==> config.mk <==
export PLATFORM = sky130hd
export DESIGN_NAME = mem_access_unit
export DESIGN_NICKNAME = d
export VERILOG_FILES = /design/src/rtl/mem_access_unit.sv
export SDC_FILE = /design/constraint.sdc
export NUM_CORES = 1
export LEC_CHECK = 0
export BUFFER_PORTS_ARGS = -buffer_cell sky130_fd_sc_hd__buf_2
export CORE_MARGIN = 2
export CORE_UTILIZATION = 45
export CTS_CLUSTER_SIZE = 25
export DETAILED_ROUTE_END_ITERATION = 8
export HOLD_SLACK_MARGIN = 0.08
export PLACE_DENSITY = 0.76
export SYNTH_ARGS = -nofsm -noshare
export SYNTH_HDL_FRONTEND = slang
export SYNTH_SLANG_ARGS = --single-unit
==> constraint.sdc <==
create_clock -name clk -period 3.2 [get_ports clk]
set_input_delay 0.96 -clock clk [delete_from_list [all_inputs] [get_ports clk]]
set_output_delay 0.96 -clock clk [all_outputs]
set_load 0.01 [all_outputs]
==> src/rtl/mem_access_unit.sv <==
// Multi-cycle data-memory access unit: byte/half/word/dword loads and stores over a valid/ack bus.
// Define SPLIT_MISALIGNED_EN to run bus-word-crossing accesses as two beats instead of rejecting them.
module mem_access_unit #(
    parameter int DATA_W = 32,
    parameter int ADDR_W = 32
) (
    input  logic                  clk,
    input  logic                  reset,
    input  logic                  req_valid,
    input  logic                  req_we,
    input  logic [1:0]            req_size,
    input  logic                  req_sign,
    input  logic [ADDR_W-1:0]     req_addr,
    input  logic [DATA_W-1:0]     req_wdata,
    output logic                  stall,
    output logic                  rsp_valid,
    output logic [DATA_W-1:0]     rsp_rdata,
    output logic                  err_align,
    output logic                  bus_req,
    output logic                  bus_we,
    output logic [ADDR_W-1:0]     bus_addr,
    output logic [DATA_W/8-1:0]   bus_byteen,
    output logic [DATA_W-1:0]     bus_wdata,
    input  logic                  bus_ack,
    input  logic [DATA_W-1:0]     bus_rdata
);

    localparam int NB    = DATA_W / 8;
    localparam int OFF_W = $clog2(NB);

    localparam logic [1:0] S_IDLE  = 2'd0;
    localparam logic [1:0] S_BEAT0 = 2'd1;
    localparam logic [1:0] S_BEAT1 = 2'd2;
    localparam logic [1:0] S_DONE  = 2'd3;

    logic [1:0]          r_state;
    logic                r_we;
    logic [1:0]          r_size;
    logic                r_sign;
    logic [OFF_W-1:0]    r_off;
    logic                r_err;
    logic [2*DATA_W-1:0] r_cap;

    logic [OFF_W-1:0]    w_off;
    logic [3:0]          w_bytes;
    logic [4:0]          w_end;
    logic                w_cross;
    logic                w_oversize;
    logic                w_err;
    logic [ADDR_W-1:0]   w_base;
    logic [DATA_W-1:0]   w_wdata0;
    logic [NB-1:0]       w_lanes0;
    logic [DATA_W-1:0]   w_raw;

    assign w_off      = req_addr[OFF_W-1:0];
    assign w_bytes    = 4'd1 << req_size;
    assign w_end      = 5'(w_off) + 5'(w_bytes);
    assign w_cross    = w_end > 5'(NB);
    assign w_oversize = w_bytes > 4'(NB);
    assign w_base     = {req_addr[ADDR_W-1:OFF_W], {OFF_W{1'b0}}};

`ifdef SPLIT_MISALIGNED_EN
    logic                r_cross;
    logic [DATA_W-1:0]   r_whi;
    logic [NB-1:0]       r_behi;
    logic [2*DATA_W-1:0] w_wsh;
    logic [2*NB-1:0]     w_lanes;

    // Shift across a double-width window so the second beat's bytes fall in the upper half
    assign w_wsh    = {{DATA_W{1'b0}}, req_wdata} << {w_off, 3'b000};
    assign w_lanes  = (((2*NB)'(1) << w_bytes) - (2*NB)'(1)) << w_off;
    assign w_wdata0 = w_wsh[DATA_W-1:0];
    assign w_lanes0 = w_lanes[NB-1:0];
    assign w_err    = w_oversize;
`else
    assign w_wdata0 = req_wdata << {w_off, 3'b000};
    assign w_lanes0 = ((NB'(1) << w_bytes) - NB'(1)) << w_off;
    assign w_err    = w_oversize | w_cross;
`endif

    function automatic logic [DATA_W-1:0] f_extend(input logic [DATA_W-1:0] raw,
                                                   input logic [1:0] size,
                                                   input logic sgn);
        logic [DATA_W-1:0] res;
        int                nbits;
        logic              msb;
        nbits = 8 << size;
        if (nbits > DATA_W) nbits = DATA_W;
        msb = raw[nbits-1];
        for (int i = 0; i < DATA_W; i++) res[i] = (i < nbits) ? raw[i] : (sgn & msb);
        return res;
    endfunction

    always_ff @(posedge clk or posedge reset) begin
        if (reset) begin
            r_state    <= S_IDLE;
            bus_req    <= 1'b0;
            bus_we     <= 1'b0;
            bus_addr   <= '0;
            bus_byteen <= '0;
            bus_wdata  <= '0;
        end else begin
            case (r_state)
                S_IDLE: begin
                    if (req_valid) begin
                        if (w_err) begin
                            r_state <= S_DONE;
                        end else begin
                            r_state    <= S_BEAT0;
                            bus_req    <= 1'b1;
                            bus_we     <= req_we;
                            bus_addr   <= w_base;
                            bus_byteen <= w_lanes0;
                            bus_wdata  <= req_we ? w_wdata0 : '0;
                        end
                    end
                end
                S_BEAT0: begin
                    if (bus_ack) begin
                        r_state    <= S_DONE;
                        bus_req    <= 1'b0;
                        bus_we     <= 1'b0;
                        bus_addr   <= '0;
                        bus_byteen <= '0;
                        bus_wdata  <= '0;
`ifdef SPLIT_MISALIGNED_EN
                        if (r_cross) begin
                            r_state    <= S_BEAT1;
                            bus_req    <= 1'b1;
                            bus_we     <= r_we;
                            bus_addr   <= bus_addr + ADDR_W'(NB);
                            bus_byteen <= r_behi;
                            bus_wdata  <= r_whi;
                        end
`endif
                    end
                end
`ifdef SPLIT_MISALIGNED_EN
                S_BEAT1: begin
                    if (bus_ack) begin
                        r_state    <= S_DONE;
                        bus_req    <= 1'b0;
                        bus_we     <= 1'b0;
                        bus_addr   <= '0;
                        bus_byteen <= '0;
                        bus_wdata  <= '0;
                    end
                end
`endif
                S_DONE:  r_state <= S_IDLE;
                default: r_state <= S_IDLE;
            endcase
        end
    end

    // Request attributes and captured read beats carry no reset; they are only read after a latch
    always_ff @(posedge clk) begin
        if (r_state == S_IDLE && req_valid) begin
            r_we   <= req_we;
            r_size <= req_size;
            r_sign <= req_sign;
            r_off  <= w_off;
            r_err  <= w_err;
            r_cap  <= '0;
`ifdef SPLIT_MISALIGNED_EN
            r_cross <= w_cross;
            r_whi   <= req_we ? w_wsh[2*DATA_W-1:DATA_W] : '0;
            r_behi  <= w_lanes[2*NB-1:NB];
`endif
        end
        if (r_state == S_BEAT0 && bus_ack) r_cap[DATA_W-1:0] <= bus_rdata;
`ifdef SPLIT_MISALIGNED_EN
        if (r_state == S_BEAT1 && bus_ack) r_cap[2*DATA_W-1:DATA_W] <= bus_rdata;
`endif
    end

    assign w_raw     = DATA_W'(r_cap >> {r_off, 3'b000});
    assign stall     = req_valid && (r_state != S_DONE);
    assign rsp_valid = (r_state == S_DONE);
    assign err_align = (r_state == S_DONE) && r_err;
    assign rsp_rdata = (r_state == S_DONE && !r_err && !r_we) ? f_extend(w_raw, r_size, r_sign) : '0;

endmodule
; ---- Word level (Yosys, flattened, before mapping)
; Index checks and enable logic that the tools add are counted.
[classes]
n_addsub = 3
eq_ne = 6
muxes = 62
shift = 6
order_cmp = 36
n_reduce_logical = 13
bitwise_logic = 2
[op_table]
columns = op, n
row1 = $lt 6x32->1 const A, 16
row2 = $mux 32, 10
row3 = $lt 5x32->1 const A, 8
row4 = $lt 4x32->1 const A, 4
row5 = $pmux 32 s2, 2
row6 = $lt 3x32->1 const A, 2
row7 = $mux 1, 39
row8 = $gt 32x7->1 const B, 1
row9 = $lt 1x32->1 const A, 1
row10 = $lt 2x32->1 const A, 1
row11 = $lt 32x7->1 const B, 1
row12 = $shl 32x5->32, 1
row13 = $shl 4x2->32 const A, 1
row14 = $shr 32x5->32, 1
row15 = $sub 32x2->32 const B, 1
row16 = $mux 4, 3
row17 = $ne 2x2->1 const B, 4
row18 = $pmux 4 s2, 1
row19 = $logic_and 1x1->1, 6
row20 = $mux 2, 3
row21 = $add 2x4->5, 1
row22 = $bmux 1 s5, 1
row23 = $gt 5x3->1 const B, 1
row24 = $gt 4x3->1 const B, 1
row25 = 15 further kinds, 18
[totals]
wordCells = 140
out_inout_bits = 105
input_bits = 104
register_bits = 111

; ---- Longest topological paths before layout
[logic_depth]
ltp_word = 10
ltp_mapped = 11
ltp_nobuf = 9

; ---- Worst setup path after synthesis
; OpenSTA, ideal clock, no wires.
[synth_timing]
kind = input -> register
from = input bus_ack
to = register bus_byteen[2]
arrival_ps = 3296
t_required_ps = 3079
path_buffers = 2
cell_stages = 6
setup_time_ps = 121
slack_ps = -217
path_cell_list = mux2i_1 nor2_1 o21ai_2 buf_4 buf_2 a22o_1
[synth_between]
elab_chain_len = 2
[synth_rtl]
columns = item, line_no
row1 = from (decl), 24  ; input logic bus_ack,
row2 = $ne 2x2->1 (no source line), n/a
row3 = $reduce_and 4->1 (no source line), n/a
row4 = to (signal assigned), 113  ; bus_byteen <= w_lanes0;
row5 = to (decl), 22  ; output logic [DATA_W/8-1:0] bus_byteen,
; Every way passes these cells.
; A chain may end at the register's enable or synchronous reset.

; ---- Final worst setup path
[layout_timing]
from = register r_size[1]
to = output rsp_rdata[22]
[layout_between]
elab_chain_len = 10
word_cells_on_any_way = 11
cone_classes = 1 x add/sub / 2 x order compare / 1 x shift / 6 x mux / 1 x bitwise
[layout_rtl]
columns = item, line_no
row1 = from (decl), 38  ; logic [1:0] r_size;
row2 = from (signal assigned), 160  ; r_size <= req_size;
row3 = $shl 4x2->32 *, 87  ; nbits = 8 << size;
row4 = $gt 32x7->1, 88  ; if (nbits > DATA_W) nbits = DATA_W;
row5 = $mux 32 *, 88
row6 = $sub 32x2->32, 89  ; msb = raw[nbits-1];
row7 = $bmux 1 s5, 89
row8 = $mux 1 (not written as such) (2 in series), 89
row9 = $and 1x1->1, 90  ; for (int i = 0; i < DATA_W; i++) res[i] = (i < nbits) ? raw[i] : (sgn & msb);
row10 = $mux 1 *, 90
row11 = $mux 32 *, 181  ; assign rsp_rdata = (r_state == S_DONE && !r_err && !r_we) ? f_extend(w_raw, r_size, r_sign) : '0;
row12 = to (decl), 17  ; output logic [DATA_W-1:0] rsp_rdata,
; Every way passes the cells marked *; elsewhere a longest branch is shown, timed or not. The select of a mux whose other input is x is not followed.

==> run_results.csv <==
group,metric,value,unit
min_path,min_path_type,"reg2reg",
synth,ys_top_cells_by_area,"dfrtp_1 32%, edfxtp_1 21%, a22o_1 8.0%, mux2i_1 5.0%, mux2_2 4.3%",
floorplanning,coreArea,0.0119,sq mm
placement,hpwl,10.7,mm
timing,fin_crit_sh,100,%
worst_setup_path,crit_required,2.24,ns
drt,dr.first_iter.drc_count,355,
pwr,peakVddDrop,0.393,mV
worst_setup_path,startpoint_type,"flip-flop",
global_routing,track_usage,22.8,%
drt,drt-total-wl,14.7,mm
synth,ys.flop_type,"dfrtp_1",
final_layout,layoutNonFillerInstCount,827,
final_layout,nets,782,
clock_network,ctsLongestPathBuffers,2,
clock_network,clk_latency,0.36,ns
clock_network,cts_num_sinks,109,
floorplanning,fp.dieH,114,microns
drt,wl_per_cell,17.8,microns
placement,place_ws,-0.00365,ns
final_layout,ff_latch_area,0.00292,sq mm
worst_setup_path,critPathBufInv,2,
pwr,p_leak,3.57,nW
synth,synth_area_per_cell,11.8,sq um
placement,numPlacedInstances,799,
synth,async_flop_share,64.2,%
clock_network,postCtsHoldBufs,0,
floorplanning,die_w,114,microns
timing,fin_ws,0.00132,ns
drt,drc,0,
synth,yosys_warnings,0,
floorplanning,ios,209,
global_routing,grt_pass1_vias,4523,
run_status,status,"finished clean",
global_routing,antenna_found_initial,2,
timing,fmax,0.313,GHz
global_routing,grt_max_degree,71,
timing,worst_slew_pin_slew,0.567,ns
clock_network,cts_buffers,9,
placement,place.port_buffers,206,
final_layout,drive_above_1_share,44.2,%
timing,hold_viol_final,0,
timing,final_max_slew_viol_count,0,
worst_setup_path,r2r_setup_slack,1.48,ns
drt,vias,4550,
clock_network,root_buffer,"clkbuf_16",
synth,ys_types,53,
timing,relSlewSlack,62.0,%
pwr,p_per_area,708,mW/mm^2
worst_setup_path,worstSetupPathType,"reg2out",
clock_network,htree_levels,3,
worst_setup_path,cpLargestDelayFamily,"simple AND/OR/NAND/NOR gates",
floorplanning,initial_core_util,45.8,%
synth,netlist.area_leader.share,32.1,%
drt,routed_via_density,5.50,
global_routing,grt.overflow.total,0,
timing,clock_skew,0.0115,ns
synth,yosysSeqAreaShare,53.6,%
clock_network,clk_pin_slew,0.08,ns
timing,setup-violations-final,0,
worst_setup_path,slowest_stage,"edfxtp_1",
global_routing,grt_first_pass_wirelength,23.1,mm
flow_run,max_cap_violations,0,
floorplanning,num_rows,40,
synth,synth_cells,461,
worst_setup_path,cp_data_arrival_time,2.24,ns
final_layout,fillers,974,
timing,fin_crit,3.20,ns
drt,drt-pass1-iter-count,5,
worst_setup_path,worstPathCellList,"or2_4 -> ha_4 -> nor2b_4 -> nor4b_4 -> buf_4 -> o31ai_4 -> o21ai_1 -> buf_2",
final_layout,area_growth,31.6,%
floorplanning,dieArea,0.0130,sq mm
drt,antenna_left,0,
timing,rsz0062_at_grt,"yes",
clock_network,cts_tree,"done",
worst_setup_path,slowest_delay,0.40,ns
synth,netlist_area,0.00545,sq mm
worst_setup_path,end_kind,"output pin",
synth,synth_edf_count,39,
placement,place_congestion,0.966,
worst_setup_path,cp_max_fo,8,
synth,synth_seq_cells,109,
final_layout,multiInputGateArea,0.00243,sq mm
synth,synth_largest_area_cell,"dfrtp_1",
==> final timing paths <==
path,from,to,cells past startpoint
max in group asynchronous,reset,bus_wdata[4],3
hold / removal,bus_byteen[1],bus_byteen[1],1
setup / recovery,r_size[1],rsp_rdata[22],8
setup reg to reg,r_state[0],r_off[0],2
hold reg to reg,bus_byteen[1],bus_byteen[1],1
min in group asynchronous,reset,bus_addr[12],3
==> flip-flops by register name, summed over array words and instances (netlist names) <==
name / flops
bus_wdata: 32
r_we: 1
r_err: 1
bus_byteen: 4
r_sign: 1
r_size: 2
r_state: 2
bus_we: 1
r_cap: 32
r_off: 2
bus_addr: 30
bus_req: 1
==> cell type report <==
class                   instances  share of cell area, %
diodes                          1                 0.0349
well taps                     147                   2.56
flip-flops and latches        109                   40.7
repair buffers                236                   17.9
clock buffers                   9                   3.14
clock inverters                 7                   1.17
multi-input cells             306                   33.9
inverters                      12                  0.628
==> worst reg2reg max path, delay by kind of cell, from the launching register on <==
family / cells / cell delay, ns
flip-flops: 1 / 0.49
AND/OR/NAND/NOR: 2 / 0.86
==> repair_timing <==
action / CTS / global route
buffers inserted: 4 / 6
endpoints found under the setup margin: 24 / 24
gates resized for setup: 30 / 5
gates cloned: 1 / 0
pin swaps: 4 / 13
==> metrics by stage <==
| step | hold WS, ns | TNS, ns | total power, mW | cell area, sq um | util (%) |
|---|---|---|---|---|---|
| 3_3_place_gp | 0.456 | 0 | 3.79 | 6670 | 56.0 |
| 6_report | 0.489 | 0 | 5.08 | 7180 | 60.3 |
| 4_1_cts | 0.495 | 0 | 5.06 | 7110 | 59.7 |
| 3_5_place_dp | 0.469 | -0.00365 | 3.85 | 6670 | 56.0 |
| 5_1_grt | 0.508 | -1.57 | 5.36 | 7180 | 60.3 |
| 2_1_floorplan | 0.501 | 0 | 3.20 | 5460 | - |
==> cell usage in the layout, fill, tap and decap left out, types with 2 or more instances in the layout <==
cell / instances
mux2_2: 21
nor2_4: 2
buf_12: 2
and2_1: 33
mux2i_1: 27
a221oi_1: 6
a211oi_1: 9
a21oi_1: 18
clkinv_8: 3
conb_1: 2
inv_2: 2
buf_4: 27
inv_1: 10
edfxtp_1: 39
nand2_1: 20
a221oi_4: 2
nand2b_1: 3
or3_1: 2
ha_1: 2
o2bb2ai_1: 16
o31ai_4: 2
inv_6: 4
nor3_4: 2
a22o_1: 50
dfrtp_1: 70
o21ai_1: 16
clkbuf_16: 9
nor2_1: 38
buf_2: 206
and3_1: 2
==> per-layer routing <==
metal  track usage (%)  wire length (microns)
met2              37.8                   7190
met5                 0                      0
met1              29.3                   6200
met4              8.37                    283
met3              5.40                   1080
==> synthesized netlist by cell type (2+ instances only) <==
master	count
a22o_1	50
a221oi_1	6
nor4b_2	2
inv_1	11
and2_1	33
ha_1	3
nand2b_1	4
nor3_4	2
buf_4	4
nor2_1	39
nand4bb_1	2
o2bb2ai_1	16
nand2_1	20
a211oi_1	9
mux2i_1	27
dfrtp_1	70
a21oi_1	20
or3_1	3
and3_1	2
edfxtp_1	39
clkbuf_1	15
mux2_2	21
buf_6	4
or2_2	2
nor2b_1	2
buf_2	12
o21ai_0	17
==> cells by family (layout without fill, tap and decap cells) <==
kind of cell	count (synthesis)	after routing	synth area share, %
adder cells (fa/ha/maj)	4	4	1.06
AND/OR/NAND/NOR	117	117	12.1
AO/OA/AOI/OAI	132	133	18.9
buffers and inverters	48	264	4.40
flip-flops	109	109	53.6
multiplexers	49	49	9.70
XOR/XNOR	1	1	0.161
other	1	3	0.0688
==> where the power goes <==
group	switching (mW)	internal, mW
clock	0.565	0.560
combinational	0.988	0.790
sequential	0.267	1.91
total	1.82	3.26
Note: power is estimated with default switching activity, not from simulation.
